===== src/rtl/foo_pack_pkg.sv =====
// Shared constants and helpers for the foo byte-lane to word packer.
package foo_pack_pkg;

  localparam int DEF_IN_W  = 8;
  localparam int DEF_OUT_W = 32;

  // o_count has to represent 1..N, hence one bit above the lane index width.
  function automatic int count_w(input int n);
    return $clog2(n) + 1;
  endfunction

  function automatic int lane_offset(input int lane, input int n, input int in_w,
                                     input bit lsb_first);
    return lsb_first ? lane * in_w : (n - 1 - lane) * in_w;
  endfunction

endpackage


===== src/rtl/foo_pack_out_reg.sv =====
// Output holding register: keeps a packed word stable until the consumer takes it.
module foo_pack_out_reg #(
  parameter int OUT_W = 32,
  parameter int CNT_W = 3
) (
  input  logic             clk,
  input  logic             rst,
  input  logic             load,
  input  logic [OUT_W-1:0] load_data,
  input  logic [CNT_W-1:0] load_count,
  input  logic             o_ready,
  output logic             o_valid,
  output logic [OUT_W-1:0] o_data,
  output logic [CNT_W-1:0] o_count,
  output logic             slot_free
);

  assign slot_free = !o_valid || o_ready;

  // A load in the same cycle as a drain wins, giving back-to-back words.
  always_ff @(posedge clk) begin
    if (rst) begin
      o_valid <= 1'b0;
      o_data  <= '0;
      o_count <= '0;
    end else if (load) begin
      o_valid <= 1'b1;
      o_data  <= load_data;
      o_count <= load_count;
    end else if (o_valid && o_ready) begin
      o_valid <= 1'b0;
    end
  end

endmodule


===== src/rtl/foo_word_packer.sv =====
// Packs IN_W-bit lanes from the foo field into OUT_W-bit words; flush emits a zero-padded partial word.
module foo_word_packer
  import foo_pack_pkg::*;
#(
  parameter int IN_W      = DEF_IN_W,
  parameter int OUT_W     = DEF_OUT_W,
  parameter bit LSB_FIRST = 1'b1
) (
  input  logic                                clk,
  input  logic                                rst,
  input  logic                                i_valid,
  output logic                                i_ready,
  input  logic [IN_W-1:0]                     i_data,
  input  logic                                i_flush,
  output logic                                o_valid,
  input  logic                                o_ready,
  output logic [OUT_W-1:0]                    o_data,
  output logic [count_w(OUT_W/IN_W)-1:0]      o_count
);

  localparam int N      = OUT_W / IN_W;
  localparam int LANE_W = $clog2(N);
  localparam int CNT_W  = count_w(N);

  logic [LANE_W-1:0] lane, lane_d;
  logic [OUT_W-1:0]  assembly, assembly_d, assembly_next, lane_bits;
  logic              flush_pend, flush_pend_d;
  logic [CNT_W-1:0]  filled;
  logic              accept, last, flush_req, slot_free;
  logic              load;
  logic [OUT_W-1:0]  load_data;
  logic [CNT_W-1:0]  load_count;

  // Only the last lane needs the output slot, so earlier lanes never stall.
  assign i_ready = !flush_pend && (lane != LANE_W'(N - 1) || slot_free);

  always_comb begin
    accept        = i_valid && i_ready;
    lane_bits     = '0;
    if (accept)
      lane_bits = OUT_W'(i_data) << lane_offset(int'(lane), N, IN_W, LSB_FIRST);
    assembly_next = assembly | lane_bits;
    filled        = {1'b0, lane} + CNT_W'(accept);
    last          = accept && (lane == LANE_W'(N - 1));
    flush_req     = i_flush && !flush_pend;

    lane_d        = accept ? lane + LANE_W'(1) : lane;
    assembly_d    = assembly_next;
    flush_pend_d  = flush_pend;
    load          = 1'b0;
    load_data     = assembly_next;
    load_count    = filled;

    // A full word takes precedence; a same-cycle flush adds nothing.
    if (last) begin
      load       = 1'b1;
      lane_d     = '0;
      assembly_d = '0;
    end else if (flush_pend) begin
      if (slot_free) begin
        load         = 1'b1;
        lane_d       = '0;
        assembly_d   = '0;
        flush_pend_d = 1'b0;
      end
    end else if (flush_req && filled != '0) begin
      if (slot_free) begin
        load       = 1'b1;
        lane_d     = '0;
        assembly_d = '0;
      end else begin
        flush_pend_d = 1'b1;
      end
    end
  end

  always_ff @(posedge clk) begin
    if (rst) begin
      lane       <= '0;
      assembly   <= '0;
      flush_pend <= 1'b0;
    end else begin
      lane       <= lane_d;
      assembly   <= assembly_d;
      flush_pend <= flush_pend_d;
    end
  end

  foo_pack_out_reg #(
    .OUT_W(OUT_W),
    .CNT_W(CNT_W)
  ) u_out_reg (
    .clk       (clk),
    .rst       (rst),
    .load      (load),
    .load_data (load_data),
    .load_count(load_count),
    .o_ready   (o_ready),
    .o_valid   (o_valid),
    .o_data    (o_data),
    .o_count   (o_count),
    .slot_free (slot_free)
  );

endmodule


===== config.mk =====
export PLATFORM = sky130hd
export DESIGN_NAME = foo_word_packer
export DESIGN_NICKNAME = d
export VERILOG_FILES = /design/src/rtl/foo_pack_pkg.sv /design/src/rtl/foo_pack_out_reg.sv /design/src/rtl/foo_word_packer.sv
export SDC_FILE = /design/constraint.sdc
export NUM_CORES = 1
export LEC_CHECK = 0
export CAP_MARGIN = 5
export CORE_UTILIZATION = 45
export DETAILED_ROUTE_END_ITERATION = 16
export PLACE_DENSITY_LB_ADDON = 0.2
export SYNTH_ARGS = -nofsm -noshare
export SYNTH_HDL_FRONTEND = slang
export SYNTH_SLANG_ARGS = --single-unit

===== constraint.sdc =====
create_clock -name clk -period 3.2 [get_ports clk]
set_clock_uncertainty 0.15 [all_clocks]
set_input_delay 0.64 -clock clk [delete_from_list [all_inputs] [get_ports clk]]
set_output_delay 0.64 -clock clk [all_outputs]
set_load 0.05 [all_outputs]

==> run_results.csv <==
group,metric,value,unit
outcome,outcome,"finished, final reports clean",
synthesis,ys_ff_latch,71,
floorplan,io_pins,50,
critical_path,cp.required,3330,ps
synthesis,yosysUniqueCellTypes,24,
global_routing,grt.total_usage,19.5,%
power_and_ir_drop,seq_power_share,43.5,%
synthesis,async_flop_share,0,%
clocking,htreeDepth,3,
clocking,tritoncts,"yes",
placed_design,dp_cells,360,
route,vias,1892,
critical_path,crit_arrival,3080,ps
sta,relSlewSlack,65.4,%
global_routing,antenna_found_initial,0,
clocking,clock_sinks,71,
clocking,root_buffer,"clkbuf_8",
synthesis,synth_area_leader_cell,"dfxtp_1",
critical_path,reg2reg_depth,10,
floorplan,core-area,5140,um2
global_routing,grt_pass1_wl,7850,um
placed_design,io_buffers,49,
global_routing,grt-ovfl-total,0,
sta,finalSetupViolations,0,
synthesis,synth-main-ff-cell,"dfxtp_1",
power_and_ir_drop,power.density,725,nW/um2
route,vias_per_cell,5.05,
power_and_ir_drop,power.net_switching,746,uW
cells_and_area,fin_util,62.1,%
power_and_ir_drop,ir_worst_vdd,380,uV
cells_and_area,nets,317,
clocking,clk_path_buf_depth,2,
critical_path,slowest_stage,"clkdlybuf4s50_1",
sta,report.final.slew_viol_count,0,
sta,rsz0062_at_grt,"no",
sta,finalHoldViolCount,0,
cells_and_area,syn_to_final_growth,31.6,%
critical_path,endpoint_kind,"flop",
critical_path,crit_top_cell,"ha_1",
route,remaining_drc_errors,0,
clocking,postCtsSetupRepairBufs,0,
sta,fmax,0.339,GHz
power_and_ir_drop,clockPowerShare,30.5,%
synthesis,netlist_instances,247,
clocking,post_cts_resized,0,
synthesis,synth.top_cell.area_share,58.6,%
power_and_ir_drop,swShare,32.2,%
worst_hold_path,hp-class,"reg -> reg",
critical_path,crit_fanout,13,
cells_and_area,antenna_cells,0,
route,wl_per_cell,13.5,um
synthesis,synthTopCellsByCount,"dfxtp_1, nor2_1, a21oi_1",
clocking,cts_buffers,9,
floorplan,rows,26,
critical_path,path_depth,10,
synthesis,synthTopCellsByArea,"dfxtp_1, nor2_1, a211oi_1",
power_and_ir_drop,p_int,1.57,mW
route,wirelength,5070,um
sta,max_slew.worst_pin.slew,517,ps
clocking,clk_pin_slew,70,ps
critical_path,crit_type,"in -> reg",
route,drt_iter0_drc,118,
power_and_ir_drop,power.total,2.32,mW
floorplan,die-area,5690,um2
synthesis,seq_area_frac_synth,58.6,%
critical_path,critPathMaxStageDelay,460,ps
global_routing,grt_max_degree,34,
cells_and_area,fin_cells,375,
sta,fin_crit,2950,ps
placed_design,hpwl,3480,um
route,drt_first_pass_iters,4,
cells_and_area,drive_gt1_share,10.2,%
floorplan,die_x,75.4,um
sta,finalCritPeriodShare,92.1,%
synthesis,syn_area,2430,um2
sta,fin_setup_tns,0,ps
power_and_ir_drop,combinationalPowerShare,26.0,%
clocking,cts-hold-fix-buffers,0,
synthesis,avgSynthCellArea,9.83,um2
flow_run,max_cap_viol_count,0,
synthesis,synth.net_count,263,
synthesis,synth-edff-count,0,
critical_path,path_cells,"clkdlybuf4s50_1, and3b_1, nor3b_1, ha_1, ha_1, o31a_1, o21a_2, or2_1, buf_4, nor2_1",
power_and_ir_drop,leakage,1.18,nW
placed_design,place.gp.congestion,0.758,
synthesis,ys_warn_count,0,
route,ant_nets,0,
critical_path,cp_top_family,"simple AND/OR/NAND/NOR gates",
critical_path,cp.buffers_inverters,2,
critical_path,setup.worst_path.start_class,"input port",
floorplan,initial_core_util,47.2,%
worst_hold_path,whs_path_depth,2,
clocking,insertion_delay,340,ps
global_routing,grt_pass1_vias,1670,
floorplan,die_h,75.4,um
-- power by group through the flow --
| stage | sequential (mW) | combinational (mW) | clock [mW] |
|---|---|---|---|
| finish | 1.01 | 0.601 | 0.707 |
| global placement | 1.03 | 0.598 | 0 |
| floorplan | 1.24 | 0.204 | 0 |
| CTS | 1.01 | 0.605 | 0.717 |
| detailed placement | 1.03 | 0.603 | 0 |
| global route | 1.02 | 0.643 | 0.752 |
-- metrics by stage --
stage          hold slack [ps]  setup WS, ps  instance area, um2
2_1_floorplan              274           177                2430
3_3_place_gp               284         -28.2                3000
3_5_place_dp               291         -94.9                3000
4_1_cts                    310           245                3190
5_1_grt                    337          85.7                3190
6_report                   307           251                3190
-- sequential cells by signal, indices dropped and copies added, names as in the netlist --
signal and count:
flush_pend 1, u_out_reg.o_data 32, lane 2, assembly 32
u_out_reg.o_count 3, u_out_reg.o_valid 1
-- final timing paths --
path	start	slack [ps]	endpoint
worst max register to register	lane[1]	350	assembly[26]
worst max-delay path	o_ready	250	assembly[26]
worst min register to register	assembly[22]	310	assembly[22]
worst min-delay path	assembly[22]	310	assembly[22]
-- area by class of cell --
type / count / area (um2)
fillers: 476 / 1950
flip-flops and latches: 71 / 1420
multi-input cells: 157 / 897
repair buffers: 60 / 583
clock buffers: 12 / 155
well taps: 70 / 87.6
clock inverters: 3 / 42.5
inverters: 2 / 7.51
-- worst reg2reg max path: cells and delay by family, from the launching register on --
| kind | cells | cell delay [ps] |
|---|---|---|
| AO/OA/AOI/OAI | 2 | 540 |
| adder cells (fa/ha/maj) | 3 | 700 |
| buffers and inverters | 1 | 190 |
| flip-flops | 1 | 420 |
| AND/OR/NAND/NOR | 4 | 780 |
-- kinds of logic after synthesis --
kind of cell | share of synthesized area [%]
and+or+nand+nor | 16.0
buffers and inverters | 4.54
AOI/OAI and AO/OA | 17.7
DFF | 58.6
muxes | 1.65
adders and majority gates | 1.55
-- layer usage --
metal  up-vias  part of all wire [%]  track usage, %  routed length (um)
met5         -                     0               0                   0
met4         0                   3.2            12.3                 161
met3        16                   5.5            5.03                 281
met2        45                    44            28.7                2230
met1       872                    47            25.5                2400
li1        959                     -               -                   -
-- layout by cell type (no fill, tap or decap), types with 2 or more instances in the layout --
| master | Yosys | layout |
|---|---|---|
| nor2_1 | 71 | 71 |
| dfxtp_1 | 71 | 71 |
| clkdlybuf4s50_1 | 0 | 48 |
| a21oi_1 | 33 | 33 |
| a211oi_1 | 32 | 32 |
| clkbuf_8 | 0 | 11 |
| buf_4 | 1 | 11 |
| mux2i_1 | 4 | 4 |
| ha_1 | 3 | 3 |
| nand2b_1 | 2 | 2 |
| nor4b_4 | 2 | 2 |
| inv_1 | 2 | 2 |
No activity file was read; power rests on OpenSTA's default activity.
